<file path="src/rtl/sram_resp_pkg.sv">
// Shared types, boot image and lane helpers for the SRAM responder.
// Included by every file of the responder slice.
package sram_resp_pkg;

    typedef enum logic [1:0] {INIT, IDLE, READ} state_t;

    localparam int IMG_WORDS = 16;

    localparam logic [15:0] INIT_IMAGE [IMG_WORDS] = '{
        16'h5020, 16'h1021, 16'h0FFE, 16'h0000,
        16'h0000, 16'h0000, 16'h0000, 16'h0000,
        16'h0000, 16'h0000, 16'h0000, 16'h0000,
        16'h0000, 16'h0000, 16'h0000, 16'h0000
    };

    function automatic logic [15:0] image_word(input int unsigned i);
        logic [3:0] sel;
        sel = i[3:0];
        image_word = (i < IMG_WORDS) ? INIT_IMAGE[sel] : 16'h0000;
    endfunction

    // Active-low lane enables to a 16-bit keep mask.
    function automatic logic [15:0] lane_mask(input logic ub, input logic lb);
        lane_mask = {{8{~ub}}, {8{~lb}}};
    endfunction

endpackage

</file>
<file path="src/rtl/sram_byte_ram.sv">
// DEPTH x 16 storage: two byte write-enables, one synchronous read port.
// Read returns pre-write contents when addresses collide on one edge.
module sram_byte_ram
    import sram_resp_pkg::*;
#(
    parameter int DEPTH = 256,
    parameter int AW    = $clog2(DEPTH)
) (
    input  logic          clk,
    input  logic          we_hi,
    input  logic          we_lo,
    input  logic [AW-1:0] waddr,
    input  logic [15:0]   wdata,
    input  logic [AW-1:0] raddr,
    output logic [15:0]   rdata
);

    logic [7:0] mem_hi [DEPTH];
    logic [7:0] mem_lo [DEPTH];

    always_ff @(posedge clk) begin
        if (we_lo) mem_lo[waddr] <= wdata[7:0];
        if (we_hi) mem_hi[waddr] <= wdata[15:8];
        rdata <= {mem_hi[raddr], mem_lo[raddr]};
    end

endmodule

</file>
<file path="src/rtl/sram_responder.sv">
// Async-SRAM-style bus responder: self-loads a boot image, then serves byte-laned access.
// Define SRAM_WRITE_PROTECT_EN to lock the low PROTECT_WORDS words after load.
module sram_responder
    import sram_resp_pkg::*;
#(
    parameter int DEPTH         = 256,
    parameter int READ_LAT      = 1,
    parameter int INIT_WORDS    = 16,
    parameter int PROTECT_WORDS = 8
) (
    input  logic        Clk,
    input  logic        Reset,
    input  logic        CE,
    input  logic        UB,
    input  logic        LB,
    input  logic        OE,
    input  logic        WE,
    input  logic [19:0] ADDR,
    input  logic [15:0] Data_in,
    output logic [15:0] Data_out,
    output logic        Data_drive,
    output logic        Init_busy
);

    localparam int AW = $clog2(DEPTH);
    localparam logic [AW-1:0] LAST_IDX = AW'(DEPTH - 1);
    localparam logic [1:0]    LAST_CNT = 2'(READ_LAT - 1);
`ifdef SRAM_WRITE_PROTECT_EN
    localparam bit PROT_EN = 1'b1;
`else
    localparam bit PROT_EN = 1'b0;
`endif

    state_t        state, state_n;
    logic [AW-1:0] ptr, ptr_n;
    logic [1:0]    cnt, cnt_n;
    logic [21:0]   key, key_n, key_cur;
    logic [15:0]   dout_n, rdata, rd_word, wdata;
    logic          drive_n, wr, rd, oor, prot;
    logic          we_hi, we_lo;
    logic [AW-1:0] idx, waddr;

    assign idx     = ADDR[AW-1:0];
    assign wr      = ~CE & ~WE;
    assign rd      = ~CE & WE & ~OE;
    assign oor     = 32'(ADDR) >= 32'(DEPTH);
    assign prot    = PROT_EN && (32'(idx) < 32'(PROTECT_WORDS));
    assign key_cur = {ADDR, UB, LB};
    assign rd_word = oor ? 16'h0000 : (rdata & lane_mask(UB, LB));

    always_ff @(posedge Clk) begin
        if (Reset) begin
            state      <= INIT;
            ptr        <= '0;
            cnt        <= '0;
            key        <= '0;
            Data_out   <= '0;
            Data_drive <= 1'b0;
        end else begin
            state      <= state_n;
            ptr        <= ptr_n;
            cnt        <= cnt_n;
            key        <= key_n;
            Data_out   <= dout_n;
            Data_drive <= drive_n;
        end
    end

    always_comb begin
        state_n = state;
        unique case (state)
            INIT: state_n = (ptr == LAST_IDX) ? IDLE : INIT;
            IDLE: state_n = (!wr && rd) ? READ : IDLE;
            READ: state_n = (!wr && rd) ? READ : IDLE;
            default: state_n = INIT;
        endcase
    end

    // A changed address or lane set during a read restarts the latency count.
    always_comb begin
        ptr_n     = ptr;
        cnt_n     = cnt;
        key_n     = key;
        dout_n    = Data_out;
        drive_n   = 1'b0;
        we_hi     = 1'b0;
        we_lo     = 1'b0;
        waddr     = idx;
        wdata     = Data_in;
        Init_busy = (state == INIT);
        unique case (state)
            INIT: begin
                we_hi = ~Reset;
                we_lo = ~Reset;
                waddr = ptr;
                wdata = (32'(ptr) < 32'(INIT_WORDS)) ? image_word(32'(ptr)) : 16'h0000;
                ptr_n = ptr + AW'(1);
            end
            IDLE, READ: begin
                if (wr) begin
                    if (!oor && !prot && !Reset) begin
                        we_lo = ~LB;
                        we_hi = ~UB;
                    end
                end else if (rd) begin
                    if (state == IDLE || key_cur != key) begin
                        key_n = key_cur;
                        cnt_n = '0;
                    end else if (Data_drive) begin
                        drive_n = 1'b1;
                    end else if (cnt == LAST_CNT) begin
                        dout_n  = rd_word;
                        drive_n = 1'b1;
                    end else begin
                        cnt_n = cnt + 2'd1;
                    end
                end
            end
            default: ;
        endcase
    end

    sram_byte_ram #(
        .DEPTH(DEPTH),
        .AW   (AW)
    ) u_ram (
        .clk  (Clk),
        .we_hi(we_hi),
        .we_lo(we_lo),
        .waddr(waddr),
        .wdata(wdata),
        .raddr(idx),
        .rdata(rdata)
    );

endmodule

</file>
<file path="config.mk">
export PLATFORM = sky130hd
export DESIGN_NAME = sram_responder
export DESIGN_NICKNAME = d
export VERILOG_FILES = /design/src/rtl/sram_resp_pkg.sv /design/src/rtl/sram_byte_ram.sv /design/src/rtl/sram_responder.sv
export SDC_FILE = /design/constraint.sdc
export NUM_CORES = 2
export LEC_CHECK = 0
export BUFFER_PORTS_ARGS = -buffer_cell sky130_fd_sc_hd__buf_2
export CORE_MARGIN = 2
export CORE_UTILIZATION = 30
export CTS_CLUSTER_SIZE = 28
export DETAILED_ROUTE_END_ITERATION = 12
export SYNTH_ARGS = -nofsm -noshare
export SYNTH_HDL_FRONTEND = slang
export SYNTH_HIERARCHICAL = 1
export SYNTH_SLANG_ARGS = --single-unit
export TNS_END_PERCENT = 20
</file>
<file path="constraint.sdc">
create_clock -name Clk -period 15 [get_ports Clk]
set_input_delay 0.75 -clock Clk [delete_from_list [all_inputs] [get_ports Clk]]
set_output_delay 0.75 -clock Clk [all_outputs]
set_load 0.1 [all_outputs]
</file>
# After elaboration in Yosys (flattened, before gate mapping)
# Memories as Yosys holds them, arrays and structs flattened. A register that Yosys moved wholly into a read port is not among the register bits.
# Index checks and enable logic that the tools add are counted.
# word_totals
ff_bits,51
ramBits,4096
romBits,256
inputBits,43
out_inout_bits,18
word_cells,73
memories,3
# op_classes
addsub,2
n_lt_le_gt_ge,3
eq_ne,6
mux,24
bitwise,16
reduce_logical,13
# memory_table
name,words,width,rd,rd_ports_with_merged_regs,write_ports,line,source
u_ram.mem_hi,256,8,1,1,1,sram_byte_ram.sv:18,logic [7:0] mem_hi [DEPTH];
u_ram.mem_lo,256,8,1,1,1,sram_byte_ram.sv:19,logic [7:0] mem_lo [DEPTH];
(no name shown),16,16,1,0,0,sram_resp_pkg.sv:19,image_word = (i < IMG_WORDS) ? INIT_IMAGE[sel] : 16'h0000;
# op_table
op,count
$mux 16,5
$ne 22x22->1,1
$ge 20x9->1 const B,1
$and 16x16->16,1
$mux 1,11
$not 1->1,11
$add 8x1->8 const B,1
$eq 8x8->1 const B,1
$lt 8x5->1 const B,1
$mux 2,4
$mux 8,1
$reduce_and 6->1,1
$ge 5x5->1 const B,1
$not 4->5,1
$reduce_and 5->1,1
$reduce_or 5->1,1
$logic_not 2->1,2
$pmux 1 s2,2
$pmux 2 s2,1
$reduce_and 4->1,1
$and 1x1->1,3
$logic_not 1->1,3
$add 2x1->2 const B,1
$eq 2x1->1 const B,1
other kinds (6),7

# Longest topological paths before layout
# depth
ltp_word,8
depth_mapped,12
depth_no_buf,9

# By module
# Netlist, hierarchy kept.
# modules_own_cells
module,n_inst,cells_each,area_each_um2,seq_area_each_um2
sram_byte_ram,1,7677,159820.8,123318.3
sram_responder,1,331,2911.5,1021.0

# Least setup slack after synthesis
# OpenSTA, ideal clock, no wires.
# synth_path
path_kind,reg-to-reg
startpoint,register state[0]
endpoint,memory u_ram.mem_hi[0][4] (data pin)
setup_ns,2.267
arrival_time_ns,12.300
t_required_ns,12.733
path_slack_ns,0.432
path_stages_with_launch,6
n_path_buf,1
period_less_slack_ns,14.568
cell_sequence,dfxtp_1 -> inv_1 -> ha_1 -> buf_1 -> nand3b_1 -> o32ai_1
# synth_via
elab_chain_cells,2
# synth_rtl
element,line,source
from (decl),sram_responder.sv:34,"state_t state, state_n;"
from (signal assigned),sram_responder.sv:60,state <= state_n;
$logic_not 2->1,--,
named net Init_busy,sram_responder.sv:22,output logic Init_busy
$mux 16,sram_responder.sv:91,unique case (state)
named net wdata[12],sram_responder.sv:38,"logic [15:0] dout_n, rdata, rd_word, wdata;"
to (decl),sram_byte_ram.sv:18,
# The timed path passes the listed nets, and every way through them passes these cells.

==> flow_metrics.env <==
export IMPL_status="finished, violations left"
export IMPL_violations="max-capacitance violations"
export IMPL_path_max_fanout=70
export IMPL_required_ns=15.76
export IMPL_clkPwrFrac_pct=41.4
export IMPL_antenna_found_initial=25
export IMPL_critPathMostFrequentCell="buf_4"
export IMPL_path_clk_slew_ns=0.06
export IMPL_synthArstFlopShare_pct=0
export IMPL_die_area_mm2=0.548
export IMPL_start_util_pct=30.1
export IMPL_slew_viol_final=0
export IMPL_ios=61
export IMPL_rsz0062_at_grt="false"
export IMPL_finish_utilization_pct=34.1
export IMPL_p_int_mw=19.0
export IMPL_cts_root_buf="clkbuf_16"
export IMPL_yosysMostFrequentCell="edfxtp_1"
export IMPL_clock_skew_ns=0.0415
export IMPL_tns_ns=0
export IMPL_grt_overflow=0
export IMPL_critPathTopFamily="buffers and inverters"
export IMPL_max_stage_delay_ns=1.04
export IMPL_critPathLaunchType="primary input"
export IMPL_ys_seq_area_share_pct=76.4
export IMPL_yosysWarnings=6
export IMPL_arrival_ns=6.13
export IMPL_port_buffers=60
export IMPL_synth_common_cells="4096 x edfxtp_1, 784 x mux4_2, 662 x mux2i_1"
export IMPL_critPathCaptureType="register"
export IMPL_placed_area_mm2=0.171
export IMPL_cts_sinks=4163
export IMPL_postRouteAntennaNets=0
export IMPL_first_pass_iters=6
export IMPL_ys_flop_type="edfxtp_1"
export IMPL_cts_tree="done"
export IMPL_cpMaxStageDelayCell="nor3_1"
export IMPL_worst_pin_slew_ns=1.45
export IMPL_slew_headroom_pct=2.44
export IMPL_max_freq_mhz=186
export IMPL_yosysUniqueCellTypes=56
export IMPL_path_class="primary input to register"
export IMPL_synth_fp_nets=8060
export IMPL_leakagePower_nw=57.2
export IMPL_ys_top_cells_by_area="edfxtp_1 76%, mux4_2 11%, mux2i_1 4.1%"
export IMPL_syn_to_final_growth_pct=13.2
export IMPL_gp_congestion=0.828
export IMPL_clockBufferDepth=4
export IMPL_powerDensity_mw_per_mm2=132
export IMPL_grt_max_degree=201
export IMPL_path_buf_inv=5
export IMPL_layout_drive_gt1_share_pct=20.1
export IMPL_dpl_cell_count=14900
export IMPL_power_total_mw=24.4
export IMPL_htreeDepth=5
export IMPL_worstPathCellList="buf_12 -> buf_4 -> buf_4 -> buf_4 -> buf_4 -> mux2i_1 -> o221ai_1 -> a21oi_1 -> nor3_1 -> nor3_1 -> nor4_1"
export IMPL_post_cts_buffers=0
export IMPL_fin_cells=15700
export IMPL_min_period_over_period_pct=35.8
export IMPL_avgSynthCellArea_um2=20.3
export IMPL_p_sw_mw=5.35
export IMPL_netlist_instances=8008
export IMPL_postCtsResizedCells=0
export IMPL_drt_iter0_markers=9991
export IMPL_register_area_mm2=0.124
export IMPL_fillCellCount=50000
export IMPL_drt_wl_total_um=418000
export IMPL_multi_input_comb_area_mm2=0.0358
export IMPL_setup_viol=0
export IMPL_core_area_mm2=0.541
export IMPL_place_ws_ns=8.41
export IMPL_hpwl_um=245000
export IMPL_via_per_inst=5.15
export IMPL_vias=80600
export IMPL_vdd_drop_max_mv=0.107
export IMPL_postLayoutSetupSlackWorst_ns=9.63
export IMPL_wire_per_inst_um=26.7
export IMPL_grt_pass1_vias=81300
export IMPL_die_x_um=741
export IMPL_core_rowCount=270
export IMPL_die_h_um=741
export IMPL_hold_violations=0
export IMPL_synth_top_cell_area_share_pct=75.6
export IMPL_holdCritPathClass="primary input to register"
export IMPL_fin_nets=8164
export IMPL_grt_pass1_wl_um=596000
export IMPL_synth_seq_cells=4163
export IMPL_seqPwrFrac_pct=53.2
export IMPL_clkLatencyLatePin_ns=0.97
export IMPL_drv_cap=1
export IMPL_switching_share_pct=21.9
export IMPL_period_minus_slack_ns=5.37
export IMPL_synth_area_mm2=0.163
export IMPL_drc=0
export IMPL_grt_usage_pct=14.7
export IMPL_synth_top_area_cell="edfxtp_1"
export IMPL_whs_ns=0.0859
export IMPL_fin_area_mm2=0.184
export IMPL_cts_buffers_inserted=410
export IMPL_synth_edf_count=4096
export IMPL_postCtsHoldBufs=0
export IMPL_pwr_share_comb_pct=5.4
==> cell usage in the layout, fill, tap and decap left out, types with 10 or more instances in the layout <==
cell type / instances
a21oi_1: 192
a221oi_1: 16
a22o_1: 32
a22oi_1: 30
buf_12: 23
buf_2: 55
buf_4: 120
bufinv_16: 36
clkbuf_1: 68
clkbuf_16: 414
clkinv_1: 98
clkinv_16: 11
clkinv_2: 81
clkinvlp_4: 20
dfxtp_1: 67
edfxtp_1: 4096
inv_1: 23
mux2_2: 72
mux2i_1: 662
mux4_2: 784
nand2_1: 99
nand2b_1: 63
nand3_1: 18
nand4_1: 22
nor2_1: 545
nor3_1: 105
nor4_1: 24
o211ai_1: 10
o21ai_0: 26
o21ai_4: 12
o221ai_1: 263
o22ai_1: 172
o31ai_1: 16
o32ai_1: 16
xnor2_1: 25
==> area by class of cell <==
| class | instances | area share (%) |
|---|---|---|
| antenna | 5 | 0.00679 |
| clock buffer | 484 | 5.78 |
| clock inverter | 266 | 1.41 |
| inverter | 26 | 0.0598 |
| multi-input combinational | 3309 | 19.4 |
| sequential | 4163 | 67.5 |
| tap | 7208 | 4.90 |
| timing repair buffer | 202 | 0.913 |
==> final timing paths <==
kind | startpoint | endpoint | slack [ns] | cells past startpoint
worst max-delay path | ADDR[0] | u_ram/rdata[7] | 9.63 | 11
worst min-delay path | ADDR[10] | key[12] | 0.09 | 3
worst max register to register | ptr[4] | u_ram/mem_lo[52][3] | 9.91 | 8
worst min register to register | cnt[1] | cnt[1] | 0.47 | 2
==> power groups by stage <==
stage	clock, mW	combinational (mW)	sequential [mW]
after global placement	0	1.28	13.2
final	10.1	1.31	13.0
after floorplan	0	0.782	13.4
after CTS	10.3	1.32	13.0
after detailed placement	0	1.32	13.2
after global routing	10.7	1.38	13.0
==> sequential cells by signal, indices dropped and copies added (netlist names), 2 cells and up <==
| signal | cells |
|---|---|
| cnt | 2 |
| u_ram/rdata | 16 |
| Data_out | 16 |
| u_ram/mem_hi | 2048 |
| state | 2 |
| ptr | 8 |
| u_ram/mem_lo | 2048 |
| key | 22 |
==> tightest hold or removal path: cells and delay by family <==
family,cells,cell delay (ns)
buffers and inverters,1,0.12
multiplexers,1,0.06
AND/OR/NAND/NOR,1,0.06
==> kinds of logic after synthesis <==
logic type / after synthesis / share of synthesized area (%)
AOI/OAI and AO/OA: 812 / 3.52
and+or+nand+nor: 942 / 2.55
buffers and inverters: 536 / 1.88
DFF: 4163 / 76.4
adders and majority gates: 9 / 0.0692
xor gates and xnor gates: 28 / 0.151
muxes: 1518 / 15.4
==> metal layers <==
layer	part of all wire (%)	wire length (um)	GRT usage (%)	vias to the layer above
met2	49	204000	24.6	3504
met3	8.1	33900	2.81	703
met4	3.7	15300	5.09	18
li1	-	-	-	33500
met1	39	165000	19.2	42900
met5	0.028	118	0	-
Note: power is estimated with default switching activity, not from simulation.
